--- src/rtl/adc_run_sequencer.sv ---
// adc_run_sequencer
//   Run controller between the software register block and the ADC
//   trigger/packetiser core. A start pulse latches the run configuration,
//   pulses the core's trigger clear, waits a holdoff, then forwards whole
//   packets from the core's AXI-Stream output. A run stops on a packet
//   count, a RUN-state timeout or an abort, and always closes on a packet
//   boundary.
//
//   Build option: define ADC_SEQ_STATS_EN to synthesise the forwarded and
//   dropped word counters. Without it, words_fwd and words_drop read 0.
//
// Ports
//   aclk, areset            clock, synchronous active-high reset
//   cfg_start, cfg_abort    run control pulses
//   cfg_packets             packets per run (0 = unlimited)
//   cfg_timeout             RUN-state cycle limit (0 = none)
//   cfg_holdoff             cycles between trigger release and RUN (0 acts as 1)
//   cfg_limiter/_level      passed to the ADC core, latched at start
//   adc_reset_trigger       active-low trigger clear, low for CLEAR_CYCLES
//   adc_limiter/_level      latched copies of the configuration
//   s_axis_*                ADC core stream (no backpressure)
//   m_axis_*                gated stream, one registered cycle behind s_axis
//   busy, done              run in progress / one-cycle end pulse
//   timed_out, aborted      cause of the last run's end, sticky until start
//   packets_done            packets forwarded in the current/last run
//   words_fwd, words_drop   optional word statistics
module adc_run_sequencer #(
  parameter int unsigned CNT_WIDTH    = 32,
  parameter int unsigned CLEAR_CYCLES = 4
) (
  input  logic                 aclk,
  input  logic                 areset,
  input  logic                 cfg_start,
  input  logic                 cfg_abort,
  input  logic [CNT_WIDTH-1:0] cfg_packets,
  input  logic [CNT_WIDTH-1:0] cfg_timeout,
  input  logic [15:0]          cfg_holdoff,
  input  logic [7:0]           cfg_limiter,
  input  logic [15:0]          cfg_trigger_level,
  output logic                 adc_reset_trigger,
  output logic [7:0]           adc_limiter,
  output logic [15:0]          adc_trigger_level,
  input  logic                 s_axis_tvalid,
  input  logic                 s_axis_tlast,
  input  logic [31:0]          s_axis_tdata,
  output logic                 m_axis_tvalid,
  output logic                 m_axis_tlast,
  output logic [31:0]          m_axis_tdata,
  output logic                 busy,
  output logic                 done,
  output logic                 timed_out,
  output logic                 aborted,
  output logic [CNT_WIDTH-1:0] packets_done,
  output logic [31:0]          words_fwd,
  output logic [31:0]          words_drop
);

  typedef enum logic [2:0] {
    S_IDLE, S_CLEAR, S_HOLDOFF, S_RUN, S_DRAIN, S_DONE
  } state_e;

  localparam int unsigned CLR_W = (CLEAR_CYCLES > 1) ? $clog2(CLEAR_CYCLES) : 1;
  localparam logic [CLR_W-1:0] CLR_LAST = CLR_W'(CLEAR_CYCLES - 1);

  function automatic logic [CNT_WIDTH-1:0] sat_inc(input logic [CNT_WIDTH-1:0] v);
    return (v == '1) ? v : v + CNT_WIDTH'(1);
  endfunction

  state_e                 state_q;
  logic [CLR_W-1:0]       clr_q;
  logic [15:0]            hold_q;
  logic [CNT_WIDTH-1:0]   tmo_q;
  logic [CNT_WIDTH-1:0]   pkts_tgt_q, tmo_lim_q, pkts_q;
  logic [15:0]            holdoff_q, lvl_q;
  logic [7:0]             lim_q;
  logic                   rst_trig_q, in_pkt_q, fwd_pkt_q;
  logic                   m_valid_q, m_last_q;
  logic [31:0]            m_data_q;
  logic                   busy_q, done_q, timed_out_q, aborted_q;

  logic                   fwd_d, pkt_end_d, tgt_hit_d, tmo_hit_d;
  logic [CNT_WIDTH-1:0]   pkts_inc_d;

  // A word is forwarded only if its packet began while in RUN; a packet
  // already in flight at RUN entry is dropped through to its tlast, and
  // DRAIN never admits a new packet.
  always_comb begin
    // NOTE: every output of this block gets a default first, so no latch is inferred.
    fwd_d = 1'b0;
    if (s_axis_tvalid) begin
      if (in_pkt_q) fwd_d = fwd_pkt_q && (state_q == S_RUN || state_q == S_DRAIN);
      else          fwd_d = (state_q == S_RUN);
    end
    pkt_end_d  = fwd_d && s_axis_tlast;
    pkts_inc_d = sat_inc(pkts_q);
    tgt_hit_d  = pkt_end_d && (pkts_tgt_q != '0) && (pkts_inc_d == pkts_tgt_q);
    tmo_hit_d  = (tmo_lim_q != '0) && (tmo_q == tmo_lim_q);
  end

  always_ff @(posedge aclk) begin
    // NOTE: state is updated with non-blocking assignments so every flop sees pre-edge values.
    if (areset) begin
      state_q     <= S_IDLE;
      clr_q       <= '0;
      hold_q      <= '0;
      tmo_q       <= '0;
      pkts_tgt_q  <= '0;
      tmo_lim_q   <= '0;
      pkts_q      <= '0;
      holdoff_q   <= '0;
      lim_q       <= '0;
      lvl_q       <= 16'hFFFF;
      rst_trig_q  <= 1'b1;
      in_pkt_q    <= 1'b0;
      fwd_pkt_q   <= 1'b0;
      m_valid_q   <= 1'b0;
      m_last_q    <= 1'b0;
      m_data_q    <= '0;
      busy_q      <= 1'b0;
      done_q      <= 1'b0;
      timed_out_q <= 1'b0;
      aborted_q   <= 1'b0;
    end else begin
      // Packet tracking runs in every state so RUN entry knows whether it
      // lands mid-packet.
      if (s_axis_tvalid) begin
        in_pkt_q <= !s_axis_tlast;
        if (!in_pkt_q) fwd_pkt_q <= (state_q == S_RUN);
      end

      m_valid_q <= fwd_d;
      m_last_q  <= pkt_end_d;
      if (fwd_d) m_data_q <= s_axis_tdata;
      if (pkt_end_d) pkts_q <= pkts_inc_d;

      done_q <= 1'b0;

      case (state_q)
        S_IDLE: begin
          if (cfg_start) begin
            state_q     <= S_CLEAR;
            pkts_tgt_q  <= cfg_packets;
            tmo_lim_q   <= cfg_timeout;
            holdoff_q   <= cfg_holdoff;
            lim_q       <= cfg_limiter;
            lvl_q       <= cfg_trigger_level;
            pkts_q      <= '0;
            timed_out_q <= 1'b0;
            aborted_q   <= 1'b0;
            rst_trig_q  <= 1'b0;
            clr_q       <= '0;
            busy_q      <= 1'b1;
          end
        end
        S_CLEAR: begin
          if (cfg_abort) begin
            state_q    <= S_DONE;
            rst_trig_q <= 1'b1;
            aborted_q  <= 1'b1;
            done_q     <= 1'b1;
          end else if (clr_q == CLR_LAST) begin
            state_q    <= S_HOLDOFF;
            rst_trig_q <= 1'b1;
            hold_q     <= '0;
          end else begin
            clr_q <= clr_q + CLR_W'(1);
          end
        end
        S_HOLDOFF: begin
          if (cfg_abort) begin
            state_q   <= S_DONE;
            aborted_q <= 1'b1;
            done_q    <= 1'b1;
          end else if ({1'b0, hold_q} + 17'd1 >= {1'b0, holdoff_q}) begin
            // A holdoff of 0 still spends one cycle here.
            state_q <= S_RUN;
            tmo_q   <= CNT_WIDTH'(1);
          end else begin
            hold_q <= hold_q + 16'd1;
          end
        end
        S_RUN: begin
          // tmo_q holds the 1-based index of the current RUN cycle.
          tmo_q <= sat_inc(tmo_q);
          if (tgt_hit_d) begin
            state_q <= S_DRAIN;
          end else if (cfg_abort) begin
            state_q   <= S_DRAIN;
            aborted_q <= 1'b1;
          end else if (tmo_hit_d) begin
            state_q     <= S_DRAIN;
            timed_out_q <= 1'b1;
          end
        end
        S_DRAIN: begin
          if (!(in_pkt_q && fwd_pkt_q) || pkt_end_d) begin
            state_q <= S_DONE;
            done_q  <= 1'b1;
          end
        end
        S_DONE: begin
          state_q <= S_IDLE;
          busy_q  <= 1'b0;
        end
        default: state_q <= S_IDLE;
      endcase
    end
  end

  assign adc_reset_trigger = rst_trig_q;
  assign adc_limiter       = lim_q;
  assign adc_trigger_level = lvl_q;
  assign m_axis_tvalid     = m_valid_q;
  assign m_axis_tlast      = m_last_q;
  assign m_axis_tdata      = m_data_q;
  assign busy              = busy_q;
  assign done              = done_q;
  assign timed_out         = timed_out_q;
  assign aborted           = aborted_q;
  assign packets_done      = pkts_q;

`ifdef ADC_SEQ_STATS_EN
  logic [31:0] words_fwd_q, words_drop_q;

  always_ff @(posedge aclk) begin
    if (areset) begin
      words_fwd_q  <= '0;
      words_drop_q <= '0;
    end else if (state_q == S_IDLE) begin
      if (cfg_start) begin
        words_fwd_q  <= '0;
        words_drop_q <= '0;
      end
    end else if (fwd_d) begin
      if (words_fwd_q != '1) words_fwd_q <= words_fwd_q + 32'd1;
    end else if (s_axis_tvalid) begin
      if (words_drop_q != '1) words_drop_q <= words_drop_q + 32'd1;
    end
  end

  assign words_fwd  = words_fwd_q;
  assign words_drop = words_drop_q;
`else
  assign words_fwd  = '0;
  assign words_drop = '0;
`endif

endmodule

--- config.mk ---
export PLATFORM = sky130hd
export DESIGN_NAME = adc_run_sequencer
export DESIGN_NICKNAME = d
export VERILOG_FILES = /design/src/rtl/adc_run_sequencer.sv
export SDC_FILE = /design/constraint.sdc
export NUM_CORES = 1
export LEC_CHECK = 0
export ABC_AREA = 1
export BUFFER_PORTS_ARGS = -buffer_cell sky130_fd_sc_hd__buf_2
export CAP_MARGIN = 40
export CORE_UTILIZATION = 54
export DETAILED_ROUTE_END_ITERATION = 10
export PLACE_DENSITY = 0.81
export SETUP_SLACK_MARGIN = 0.15
export SLEW_MARGIN = 40
export SYNTH_ARGS = -nofsm -noshare
export SYNTH_HDL_FRONTEND = slang
export SYNTH_SLANG_ARGS = --single-unit
--- constraint.sdc ---
create_clock -name aclk -period 3.7 [get_ports aclk]
set_input_delay 0.37 -clock aclk [delete_from_list [all_inputs] [get_ports aclk]]
set_output_delay 0.37 -clock aclk [all_outputs]
set_load 0.02 [all_outputs]
==> results of run 1 <==
tightest hold or removal path, cell delays in order:
cell	delay (ps)
buf_2	70
nor2_1	40
nor2_1	80
metrics by stage:
| stage | power, mW | hold WS, ps | instance area, sq um | setup WS (ps) | std cells |
|---|---|---|---|---|---|
| detailed placement | 5.70 | 437 | 13500 | -65.6 | 2294 |
| global route | 8.79 | 58.2 | 14600 | -21.2 | 2352 |
| CTS | 8.26 | 49.3 | 14400 | 172 | 2338 |
| global placement | 5.63 | 433 | 13500 | 37.3 | 2294 |
| finish | 8.32 | 63.1 | 14600 | 212 | 2352 |
| floorplan | 5.02 | 435 | 12600 | 349 | 1887 |
final cells by class:
cell class                      count  area [sq um]
Fill cell                        1984          8000
Multi-Input combinational cell   1312          6510
Sequential cell                   230          4610
Timing Repair Buffer              268          1450
Inverter                          211           803
Clock buffer                       29           681
Tap cell                          285           357
Clock inverter                     13           146
Antenna cell                        4          10.0
where the power goes:
part | internal [mW] | total (mW) | switching (mW) | leakage, nW
Sequential | 2.92 | 3.19 | 0.270 | 1.88
Clock | 1.52 | 2.55 | 1.03 | 0.415
Combinational | 0.864 | 2.58 | 1.71 | 4.68
Total | 5.30 | 8.32 | 3.01 | 6.98
logic make-up after synthesis:
kind of cell | count (synthesis) | share of synthesized area, %
AOI/OAI and AO/OA | 350 | 14.9
xor gates and xnor gates | 53 | 3.75
adders and majority gates | 20 | 2.02
buffers and inverters | 346 | 12.9
DFF | 230 | 37.2
other | 1 | 0.0303
and+or+nand+nor | 824 | 29.2
metal layers:
metal	wire length (microns)	vias to the layer above	GRT usage, %	share of wire (%)
met5	13	-	0	0.036
met4	1730	2	15.8	4.8
met3	2820	107	5.47	7.9
met2	16800	534	51.4	47
met1	14300	5673	34.9	40
li1	-	6235	-	-
cells in the mapped netlist, drive strengths merged, types with 4 or more instances:
cell type / instances
a211oi: 5
a21oi: 145
a31oi: 10
buf: 80
clkbuf: 55
dfxtp: 230
ha: 20
inv: 208
nand2: 379
nand3: 103
nand3b: 4
nand4: 42
nor2: 246
nor3: 24
nor3b: 4
nor4: 17
o21ai: 177
o21bai: 4
xnor2: 7
xor2: 46
registers in the layout (all words and copies together) (netlist names):
register	flops
timed_out	1
adc_limiter	8
tmo_q	32
m_axis_tlast	1
aborted	1
in_pkt_q	1
state_q	3
pkts_tgt_q	32
adc_trigger_level	16
m_axis_tvalid	1
packets_done	32
adc_reset_trigger	1
m_axis_tdata	32
hold_q	16
clr_q	2
fwd_pkt_q	1
busy	1
tmo_lim_q	32
done	1
holdoff_q	16
what timing repair did:
action	CTS	global route
gates resized for setup	3	28
hold buffers	0	0
endpoints found under the hold margin	0	0
cloned	1	1
setup buffers	1	9
pin swaps	0	14
endpoints found under the setup margin	29	51
path summary, 6_finish.rpt:
check	startpoint	end	slack (ps)	cells past startpoint
max	hold_q[0]$_SDFFE_PP0P_	tmo_q[13]$_SDFFE_PP0P_	210	24
min reg2reg	aborted$_SDFFE_PP0P_	aborted$_SDFFE_PP0P_	450	2
max reg2reg	hold_q[0]$_SDFFE_PP0P_	tmo_q[13]$_SDFFE_PP0P_	210	24
min	cfg_timeout[24]	tmo_lim_q[24]$_SDFFE_PP0P_	60	3
==> results.toml, run 1 <==
[status]
status = "completed"

[worst_setup_path]
critPathTopFamily = "simple AND/OR/NAND/NOR gates"
crit_slowest_cell = "dfxtp_4"
critPathCaptureType = "flop"
timing.critical_path.cells = "nand2_1 > nor2_2 > nand2_1 > nor2_2 > nand3_2 > nor3b_4 > nand3_2 > nor2_2 > nand2_1 > xnor2_2 > ha_1 > nand2_1 > inv_1 > nand3_2 > inv_2 > nand2_1 > nor2_2 > nor3_2 > nand4_1 > buf_6 > nand2_8 > o21ai_4 > clkinv_4 > and3_1"
crit_top_cell = "nand2_1"
critPathLaunchType = "flop"
slowest_delay_ps = 360
critPathArrivalTime_ps = 3920
crit_required_ps = 4130
cp_max_fo = 17
path_buf_inv = 4
critical_path_class = "flop to flop"

[timing]
relSlewSlack_pct = 49.4
finalSetupTns_ps = 0
fmax_mhz = 287
tightest_slew_ps = 759
hold_violations = 0
slew_viol_final = 0
finalCritPeriodShare_pct = 94.3
finalCriticalPeriod_ps = 3490
rsz0062_at_grt = "yes"
finalSetupViolations = 0
final.setup_skew_ps = 23.6

[layout]
final_cell_mix = "368 x nand2_1, 236 x buf_2, 227 x dfxtp_1"
drive_above_1_share_pct = 18.2
syn_to_final_growth_pct = 17.7
final_common_cell = "nand2_1"
layout.nets = 2210
final_util_pct = 64.6

[power_and_ir_drop]
p_leak_nw = 6.98
p_per_area_nw_per_um2 = 571
ir_drop_mv = 0.425

[grt]
grt_pass1_wl_microns = 56800
grt_max_degree = 85
overflow = 0
groute.usage.overall_pct = 29.7
grt_pass1_vias = 11788
antenna_found_initial = 5

[yosys]
netlist.area_leader.share_pct = 37.2
synth_warnings = 0
ys_ff_latch = 230
synth_top_flop_cell = "dfxtp_1"
avgSynthCellArea_sq_um = 6.79
synth_area_leader_cell = "dfxtp_1"
async_flop_share_pct = 0
syn_area_sq_um = 12400
synth-edff-count = 0
synth_cell_types = 52
synth-seq-area-share_pct = 37.2
synth_cells = 1824
synthTopCellsByArea = "dfxtp_1 37%, nand2_1 11%, o21ai_0 7.0%"

[detailed_routing]
drt_first_pass_iters = 6
postRouteAntennaNets = 0
drt_iter0_markers = 952
via_per_inst = 5.34
vias = 12551
wirelength_microns = 35700
drc = 0
wl_per_cell_microns = 15.2

[clock_network]
ctsHtreeMaxLevel = 1
clkSinkCount = 230
cts.path.max_buffers = 3
clk_pin_slew_ps = 70
cts_made_buffers = 25
cts-root-buf = "clkbuf_16"
clk_latency_ps = 530
cts_tree = "done"

[floorplan]
ios = 301
core-area_sq_um = 22600
start_util_pct = 54.9
die-area_sq_um = 23500
dieHeight_microns = 153
die_w_microns = 153
row_count = 55

[flow_run]
max_cap_violations = 0

[placed_design]
port_buffers = 236
dp_hpwl_microns = 26300
gp_congestion = 0.936

[min_path]
worstHoldPathType = "primary input to flop"
(Power assumes the default switching activity.)
==> inputs of run 2 (changes only) <==
--- a/config.mk
+++ b/config.mk
@@ -8,9 +8,10 @@
 export ABC_AREA = 1
 export BUFFER_PORTS_ARGS = -buffer_cell sky130_fd_sc_hd__buf_2
 export CAP_MARGIN = 40
-export CORE_UTILIZATION = 54
+export CORE_UTILIZATION = 56
+export CTS_BUF_LIST = sky130_fd_sc_hd__clkbuf_4
 export DETAILED_ROUTE_END_ITERATION = 10
-export PLACE_DENSITY = 0.81
+export PLACE_DENSITY = 0.83
 export SETUP_SLACK_MARGIN = 0.15
 export SLEW_MARGIN = 40
 export SYNTH_ARGS = -nofsm -noshare
==> results.toml, run 2 (same netlist as run 1, synthesis figures left out) <==
[worst_setup_path]
startpoint = "hold_q[2]$_SDFFE_PP0P_"
crit_slowest_cell = "dfxtp_2"
critPathArrivalTime_ps = 4300
slowest_delay_ps = 350
cp_max_fo = 7
rr_worst_depth = 24
reg2reg_from = "hold_q[2]$_SDFFE_PP0P_"
critical_path_class = "flop to flop"
timing.critical_path.cells = "inv_1 > nor2_4 > nand2_1 > nor2_2 > nand3_2 > nor3b_2 > nand3_2 > nor2_2 > nand2_1 > xnor2_2 > ha_1 > nand2_1 > inv_1 > nand3_2 > inv_2 > nand2_2 > nor2_2 > nor3_2 > nand4_1 > nand2_4 > buf_6 > clkbuf_16 > nor2_1 > a211oi_1"
critPathLaunchType = "flop"
path_buf_inv = 5
critPathCaptureType = "flop"
critPathTopFamily = "simple AND/OR/NAND/NOR gates"
crit_required_ps = 4300
worstReg2RegEnd = "tmo_q[1]$_SDFFE_PP0P_"
rrSetupSlack_ps = -3

[layout]
layout.nets = 2377
final_common_cell = "nand2_1"
n_fill_cell = 1601
drive_above_1_share_pct = 20.8
final_cell_mix = "356 x nand2_1, 236 x buf_2, 227 x dfxtp_1"
syn_to_final_growth_pct = 29.6

[timing]
finalCriticalPeriod_ps = 3700
hold_slack_ps = 24.7
finalSetupViolations = 1
fmax_mhz = 270
relSlewSlack_pct = 48.2
finalCritPeriodShare_pct = 100
slew_viol_final = 0
hold_violations = 0
tightest_slew_ps = 777
final.setup_skew_ps = 31.7
rsz0062_at_grt = "yes"
setup_ws_ps = -2.74

[clock_network]
ctsHtreeMaxLevel = 2
clk_pin_slew_ps = 70
cts-root-buf = "clkbuf_4"
clkSinkCount = 230
cts_made_buffers = 59
clk_latency_ps = 720
cts.path.max_buffers = 3
cts_tree = "done"

[power_and_ir_drop]
seq_power_share_pct = 38.9
combPwrFrac_pct = 35.2
ir_drop_mv = 0.527
p_sw_share_pct = 39.6
p_sw_mw = 3.27
total_power_mw = 8.25
p_leak_nw = 7.67
intPower_mw = 4.98
p_per_area_nw_per_um2 = 514
pwr-share-clk_pct = 25.9

[floorplan]
start_util_pct = 56.9
ios = 301
row_count = 54
die-area_sq_um = 22700
die_w_microns = 151
dieHeight_microns = 151
core-area_sq_um = 21800

[detailed_routing]
via_per_inst = 5.51
wl_per_cell_microns = 16.7
drt_first_pass_iters = 8
postRouteAntennaNets = 0
drc = 0
vias = 13984
drt_iter0_markers = 1130
wirelength_microns = 42300

[min_path]
hp-start = "cfg_packets[9]"
hold_depth = 3
worstHoldPathType = "primary input to flop"
holdPathEnd = "pkts_tgt_q[9]$_SDFFE_PP0P_"

[grt]
groute.usage.overall_pct = 35.1
overflow = 0
antenna_found_initial = 2
grt_pass1_wl_microns = 62900
grt_max_degree = 180
grt_pass1_vias = 12916

[placed_design]
gp_congestion = 0.977
dp_hpwl_microns = 25900
place_ws_ps = 24.7
port_buffers = 236

[flow_run]
max_cap_violations = 0

[status]
status = "finished with violations"
violations = "setup timing"
[run 2: how the worst max path moves through the flow]
stage	endpoint	slack [ps]	cells after the start
floorplan	tmo_q[12]$_SDFFE_PP0P_	350	21
global placement	tmo_q[13]$_SDFFE_PP0P_	70	19
detailed placement	tmo_q[13]$_SDFFE_PP0P_	20	19
CTS	tmo_q[4]$_SDFFE_PP0P_	170	24
global route	tmo_q[1]$_SDFFE_PP0P_	-160	24
finish	tmo_q[1]$_SDFFE_PP0P_	-3	24
[run 2: what timing repair did]
item	in CTS	in global routing
cloned	0	4
hold buffers	131	0
setup buffers	1	11
hold endpoints to repair	130	0
resized for setup	2	99
pin swaps	2	28
setup endpoints to repair	20	51
[run 2: final cells by class]
class	count	area, sq um	area share (%)
clock buffer	86	646	4.02
multi-input combinational	1311	6730	41.9
timing repair buffer	400	2830	17.6
sequential	230	4610	28.7
inverter	211	803	5.01
antenna	2	5.00	0.0312
clock inverter	15	65.1	0.405
timing repair inverter	2	17.5	0.109
tap	280	350	2.18
[run 2: stage by stage]
stage	instance area, sq um	TNS (ps)	util [%]	std cells
CTS	15600	0	71.5	2520
finish	16000	-2.74	73.8	2537
global placement	13500	0	62.1	2287
detailed placement	13500	0	62.1	2287
floorplan	12600	0	-	1887
global route	16000	-2940	73.8	2537
[run 2: metal layers]
metal	GRT usage (%)	vias up	part of all wire [%]
li1	-	6599	-
met1	40.8	6394	38
met2	59.8	825	48
met3	6.91	166	8.9
met4	20.7	0	5.4
met5	0	-	0
[run 2: power groups by stage]
stage,Combinational [mW],Clock [mW],Sequential [mW]
6_report,2.91,2.13,3.21
5_1_grt,3.16,2.28,3.25
4_1_cts,2.60,2.12,3.18
3_5_place_dp,2.46,0,3.23
3_3_place_gp,2.41,0,3.22
2_1_floorplan,1.69,0,3.34
[run 2: tightest hold or removal path, delay by kind of cell]
kind                   cells  cell delay [ps]
AOI/OAI and AO/OA          2              250
buffers and inverters      1               80
